[src/rtl/mem_sweep_fill.sv]
// mem_sweep_fill: DATA_W x DEPTH register-file memory with a sweep-fill engine,
// a direct single-entry write port and a registered read port.
module mem_sweep_fill #(
    parameter int DATA_W = 8,
    parameter int DEPTH  = 16,
    parameter int ADDR_W = 4
) (
    input  logic              clk,
    input  logic              rst_n,
    input  logic              start,
    input  logic [ADDR_W-1:0] start_addr,
    input  logic [ADDR_W-1:0] end_addr,
    input  logic [ADDR_W-1:0] stride,
    input  logic [DATA_W-1:0] fill_data,
    output logic              busy,
    output logic              done,
    input  logic              wr_en,
    input  logic [ADDR_W-1:0] wr_addr,
    input  logic [DATA_W-1:0] wr_data,
    output logic              wr_drop,
    input  logic [ADDR_W-1:0] rd_addr,
    output logic [DATA_W-1:0] rd_data
);

    typedef enum logic [1:0] {IDLE, FILL, DONE} state_t;

    // DEPTH held one bit wider than an address so the overshoot test cannot wrap
    localparam logic [ADDR_W:0] DEPTH_X = (ADDR_W + 1)'(DEPTH);

    state_t            state, state_n;
    logic [DATA_W-1:0] mem [DEPTH];
    logic [ADDR_W-1:0] cur, end_q, stride_q;
    logic [DATA_W-1:0] fill_q;
    logic [ADDR_W:0]   nxt;
    logic              load, fill_we, last;

    // Next-state logic, sweep step computation and status outputs
    always_comb begin
        state_n = state;
        load    = 1'b0;
        fill_we = 1'b0;
        busy    = 1'b0;
        done    = 1'b0;
        nxt     = {1'b0, cur} + {1'b0, stride_q};
        last    = (nxt > {1'b0, end_q}) || (nxt >= DEPTH_X);
        unique case (state)
            IDLE: begin
                if (start) begin
                    load    = 1'b1;
                    state_n = (start_addr > end_addr) ? DONE : FILL;
                end
            end
            FILL: begin
                busy    = 1'b1;
                fill_we = 1'b1;
                if (last) state_n = DONE;
            end
            DONE: begin
                done    = 1'b1;
                state_n = IDLE;
            end
            default: state_n = IDLE;
        endcase
    end

    // State register
    always_ff @(posedge clk) begin
        if (!rst_n) state <= IDLE;
        else        state <= state_n;
    end

    // Sweep parameters are latched on start; cur advances while filling
    always_ff @(posedge clk) begin
        if (!rst_n) begin
            cur      <= '0;
            end_q    <= '0;
            stride_q <= ADDR_W'(1);
            fill_q   <= '0;
        end else if (load) begin
            cur      <= start_addr;
            end_q    <= end_addr;
            stride_q <= (stride == '0) ? ADDR_W'(1) : stride;
            fill_q   <= fill_data;
        end else if (state == FILL && !last) begin
            cur <= nxt[ADDR_W-1:0];
        end
    end

    // Flag a direct write that arrived while the engine owned the memory
    always_ff @(posedge clk) begin
        if (!rst_n) wr_drop <= 1'b0;
        else        wr_drop <= wr_en && (state == FILL);
    end

    // Memory array: fill writes during FILL, direct writes otherwise
    always_ff @(posedge clk) begin
        if (!rst_n) begin
            for (int i = 0; i < DEPTH; i++) mem[i] <= '0;
        end else if (fill_we) begin
            mem[cur] <= fill_q;
        end else if (wr_en && state != FILL) begin
            mem[wr_addr] <= wr_data;
        end
    end

    // Registered read port, read-before-write
    always_ff @(posedge clk) begin
        if (!rst_n) rd_data <= '0;
        else        rd_data <= mem[rd_addr];
    end

endmodule

[config.mk]
export PLATFORM = sky130hd
export DESIGN_NAME = mem_sweep_fill
export DESIGN_NICKNAME = d
export VERILOG_FILES = /design/src/rtl/mem_sweep_fill.sv
export SDC_FILE = /design/constraint.sdc
export NUM_CORES = 1
export LEC_CHECK = 0
export ABC_CLOCK_PERIOD_IN_PS = 2550
export BUFFER_PORTS_ARGS = -buffer_cell sky130_fd_sc_hd__buf_2
export CAP_MARGIN = 20
export CORE_MARGIN = 10
export CORE_UTILIZATION = 30
export DETAILED_ROUTE_END_ITERATION = 7
export PLACE_DENSITY = 0.57
export REMOVE_ABC_BUFFERS = 1
export SYNTH_ARGS = -nofsm -noshare
export SYNTH_HDL_FRONTEND = slang
export SYNTH_SLANG_ARGS = --single-unit
[constraint.sdc]
create_clock -name clk -period 2.55 [get_ports clk]
set_clock_uncertainty 0.05 [all_clocks]
set_input_delay 0.255 -clock clk [delete_from_list [all_inputs] [get_ports clk]]
set_output_delay 0.255 -clock clk [all_outputs]
set_load 0.03 [all_outputs]
After elaboration in Yosys (flattened, before gate mapping)
Memories as Yosys holds them, arrays and structs flattened. A register that Yosys moved wholly into a read port is not among the register bits.
Cells that the tools add are included.
Widths: inputs -> output; s select.
Operators by class
  $lt $le $gt $ge: 3
  reduce and logical (&&, ||, !) cells: 12
  $add $sub $neg: 1
  muxes and demuxes: 25
  equal/unequal tests: 5
Operators with widths (number)
  $mux 4: 5
  $mux 8: 2
  $reduce_or 8->1: 2
  $mux 1: 14
  $mux 2: 3
  $add 4x4->5: 1
  $ge 5x5->1 const B: 1
  $gt 5x4->1: 1
  $gt 4x4->1: 1
  $logic_not 4->1: 1
  $ne 2x2->1 const B: 2
  $pmux 2 s2: 1
  $logic_and 1x1->1: 3
  $eq 2x1->1 const B: 1
  $eq 2x2->1 const B: 1
  $logic_not 1->1: 2
  $logic_not 2->1: 1
  $ne 2x1->1 const B: 1
  $reduce_and 2->1: 1
  $reduce_bool 2->1: 1
  $logic_or 1x1->1: 1
Word-level totals
  output and inout bits: 11
  memories kept: 1
  RAM bits: 128
  register bits after elaboration: 23
  logic and storage cells: 53
  input port bits: 40
Memory list
  mem: depth 16, width 8, rd ports 1, clocked after memory_dff 1, write ports 16, RTL line 31  | logic [DATA_W-1:0] mem [DEPTH];

Longest topological paths before layout
  word-level depth: 8
  depth in mapped cells: 10

Worst setup path before layout
OpenSTA, ideal clock, no wires.
  path type: register to register
  from: reg state[1]
  to: mem mem[0][0], enable pin
  period minus slack after synthesis: 2490 ps
  data arrival time: 2111 ps
  path buffers: 3
  stages on the path, launching flop included: 10
  setup time: 329 ps
  setup slack: 60 ps
  cell sequence: dfxtp_1 nand2b_1 buf_6 clkinv_4 nor2_2 buf_6 mux2_4 or3_1 buf_2 nand2_1
RTL lines
  start: declaration: RTL line 30  | state_t state, state_n;
  start signal: assignment: RTL line 69  | else state <= state_n;
  end: declaration: RTL line 31

Worst setup path after layout
  from: reg stride_q[1]
  to: reg cur[1]
Between the ends
  longest elaborated chain between the ends: 6
  elaborated cells between the ends (all ways): 9
  those cells by class: 1 x add/sub; 2 x order compare; 2 x mux; 4 x reduce/logical
RTL lines
  start: declaration: RTL line 32  | logic [ADDR_W-1:0] cur, end_q, stride_q;
  start signal: assignment: RTL line 82  | stride_q <= (stride == '0) ? ADDR_W'(1) : stride;
  $add 4x4->5 *: RTL line 44  | nxt = {1'b0, cur} + {1'b0, stride_q};
  $gt 5x4->1 / $ge 5x5->1 (equally long branches): RTL line 45  | last = (nxt > {1'b0, end_q}) || (nxt >= DEPTH_X);
  $logic_or 1x1->1: RTL line 45
  $logic_not 1->1: RTL line 84  | end else if (state == FILL && !last) begin
  $logic_and 1x1->1: RTL line 84
  $reduce_bool 2->1 (no source line)
  end signal: assignment: RTL line 80  | cur <= start_addr;
  end signal: assignment: RTL line 85  | cur <= nxt[ADDR_W-1:0];
  end: declaration: RTL line 32
Mark *: on every way between the ends. The rest lies on a longest branch, timed or not. The select of a mux whose other input is x is not followed.
A chain may end at the register's enable or synchronous reset.

==> flow_summary.toml <==
[synth]
synth_fa_ha_area_share_pct = 2.379
seq_area_frac_synth_pct = 62.42
netlist_instances = 552
ys_ff_latch = 159
synth_xor_area_share_pct = 0.2449
synthFlopType = "edfxtp_1"
yosys.cell_types.count = 45
syn_area_mm2 = 0.007152
ys_warn_count = 0
synth_top_family_by_area = "multiplexers"
netlist_top_cells_area = "edfxtp_1 54%, mux4_2 13%, dfxtp_1 8.7%"
synth_mux_area_share_pct = 14.57
async_flop_share_pct = 0
syn_area_per_cell_um2 = 12.96
synth-edff-count = 128
synth.top_cell.area_share_pct = 53.74
yosys.area.top_type = "edfxtp_1"
synth-simple-area-share_pct = 13.33
synth_compound_gate_area_share_pct = 4.094

[route]
wl_um = 17140
post-route-drc-count = 0
drtAntennaViolNets = 0
drt_iter0_drc = 261
first_pass_iters = 5
post_drt_wl_per_cell_um = 17.95
vias_per_cell = 4.790
vias = 4574

[flow_run]
drv_cap = 0

[cts]
cts_tree = "done"
clk_pin_slew_ps = 60
clock_sinks = 159
htree_levels = 4
cts-root-buf = "clkbuf_16"
clk_path_buf_depth = 2
clkLatencyLatePin_ps = 420
cts_buffers = 17

[timing]
fin_crit_sh_pct = 96.78
min_period_ps = 2468
finalHoldViolCount = 0
tightest_slew_ps = 829.3
setup_viol = 0
fmax_mhz = 405.2
setup_slack_ps = 82.19
maxSlewViolCount = 0
relSlewSlack_pct = 44.58
setup_tns_ps = 0

[global_route]
antenna_found_initial = 0
grt_max_degree = 33
overflow = 0
grt_pass1_vias = 4829
grt_pass1_wl_um = 27300
grt_use_total_pct = 11.52

[setup_path]
critPathSlowestCell = "dfxtp_2"
critPathKind = "reg2reg"
cp.arrival_ps = 2690
crit_path_frequent_cell = "ha_1"
crit_chain = "ha_1 -> a21o_1 -> a21oi_2 -> xnor2_1 -> ha_1 -> and2_4 -> a32o_2 -> buf_4 -> nand3_1 -> a31oi_1"
setup.worst_path.end_class = "flip-flop"
slowest_delay_ps = 340
worstPathMaxFanout = 5
cp_num_buf_inv = 1
cp_top_family = "compound AO/OA/AOI/OAI gates"
cp-start-kind = "flip-flop"
required_ps = 2770

[power]
cellPowerDensity_mw_per_mm2 = 763.6
p_total_mw = 6.588
ir_drop_mv = 0.4107
leakagePower_nw = 3.144

[floorplanning]
start_util_pct = 30.47
boundaryPins = 51
core-area_mm2 = 0.02347
rows = 56
die_area_mm2 = 0.03042
die_h_um = 174.4
fp.dieW_um = 174.4

[finish]
n_antenna_cell = 0
post-route-util_pct = 36.75
area_growth_pct = 20.63
fillers = 2230
drive_gt1_share_pct = 28.77
nets = 676

[placed_design]
port_buffers = 50
place_congestion = 0.8590
pre_cts_ws_ps = -63.49
dpl.hpwl_um = 12230

[outcome]
status = "finished, final reports clean"

[worst_hold_path]
hold_class = "in2reg"
timing repair:
item	4_1_cts	5_1_grt
buffers inserted	1	1
setup endpoints to repair	2	75
gates resized for setup	2	19
hold buffers	0	0
pin swaps	3	5
flip-flops by register name, summed over array words and instances, names as in the netlist:
register / flops
cur: 4
rd_data: 8
fill_q: 8
wr_drop: 1
stride_q: 4
mem: 128
state: 2
end_q: 4
cell type report:
| class | instances | area [um2] | area share [%] |
|---|---|---|---|
| Clock buffer | 17 | 425.4 | 4.931 |
| Timing Repair Buffer | 88 | 560.5 | 6.497 |
| Clock inverter | 15 | 195.2 | 2.263 |
| Tap cell | 319 | 399.1 | 4.627 |
| Multi-Input combinational cell | 345 | 2531 | 29.34 |
| Inverter | 12 | 50.05 | 0.5801 |
| Sequential cell | 159 | 4466 | 51.76 |
synthesized netlist by cell type (2+ instances only):
library cell and n:
a221oi_1 2, inv_1 10, nand3_1 13, nor2_1 135, buf_6 2, edfxtp_1 128, mux2i_1 10, nor3_1 2
a31oi_1 3, ha_1 12, buf_2 9, a21o_1 2, clkbuf_1 24, a21oi_1 19, or3_1 8, and2_1 10
nor2b_1 2, mux2_4 2, nand2_1 52, o21ai_0 10, nand4_1 3, nand2b_1 2, dfxtp_1 31, mux4_2 40
worst min-delay path, stage by stage:
cell	delay (ps)
buf_2	100
nand2_1	50
a21oi_1	50
per-layer routing:
metal / vias up / track usage [%] / share of wire [%]
li1: 2147 / - / -
met1: 2262 / 14.65 / 45
met2: 152 / 18.18 / 47
met3: 13 / 4.009 / 7.0
met4: 0 / 3.278 / 0.95
met5: - / 0 / 0
report_power, final:
part / total (mW) / switching, mW / internal, mW
clock: 2.64 / 1.00 / 1.63
combinational: 0.955 / 0.573 / 0.381
sequential: 3.00 / 0.0550 / 2.94
total: 6.59 / 1.63 / 4.96
cell families after synthesis:
family / Yosys count
adder cells (fa/ha/maj): 13
XOR/XNOR: 2
AND/OR/NAND/NOR: 230
flip-flops: 159
buffers and inverters: 48
AO/OA/AOI/OAI: 47
multiplexers: 53
path summary, 6_finish.rpt:
| kind | from | endpoint | slack [ps] | cells past startpoint |
|---|---|---|---|---|
| worst max-delay path | stride_q[1]$_SDFFE_PN0P_ | cur[1]$_SDFFE_PN0P_ | 80 | 10 |
| worst min-delay path | fill_data[5] | fill_q[5]$_SDFFE_PN0P_ | 30 | 3 |
| worst max register to register | stride_q[1]$_SDFFE_PN0P_ | cur[1]$_SDFFE_PN0P_ | 80 | 10 |
| worst min register to register | fill_q[2]$_SDFFE_PN0P_ | fill_q[2]$_SDFFE_PN0P_ | 400 | 2 |
stage by stage:
step | instances | area (um2) | hold slack, ps
after floorplan | 516 | 6990 | 281.2
final | 955 | 8627 | 28.06
after global placement | 921 | 7935 | 393.8
after global routing | 955 | 8627 | 17.58
after CTS | 954 | 8566 | 9.634
after detailed placement | 921 | 7935 | 395.6
cell usage in the layout, fill, tap and decap left out, drive strengths merged, types with 2 or more instances in the layout:
master,synthesis,final
a31oi,3,3
a221oi,2,2
clkinv,2,12
a21oi,19,19
edfxtp,128,128
bufinv,0,4
nand2b,2,2
nand2,52,52
nand3,13,13
nor2b,2,2
dfxtp,31,31
mux4,40,40
or3,8,8
inv,10,10
nand4,3,3
clkbuf,24,17
a21o,2,2
and2,10,10
nor3,2,2
o21ai,11,11
mux2,3,3
a211oi,2,2
nor2,136,136
buf,12,88
ha,12,12
mux2i,10,10
Power figures use the tool's default switching activity.
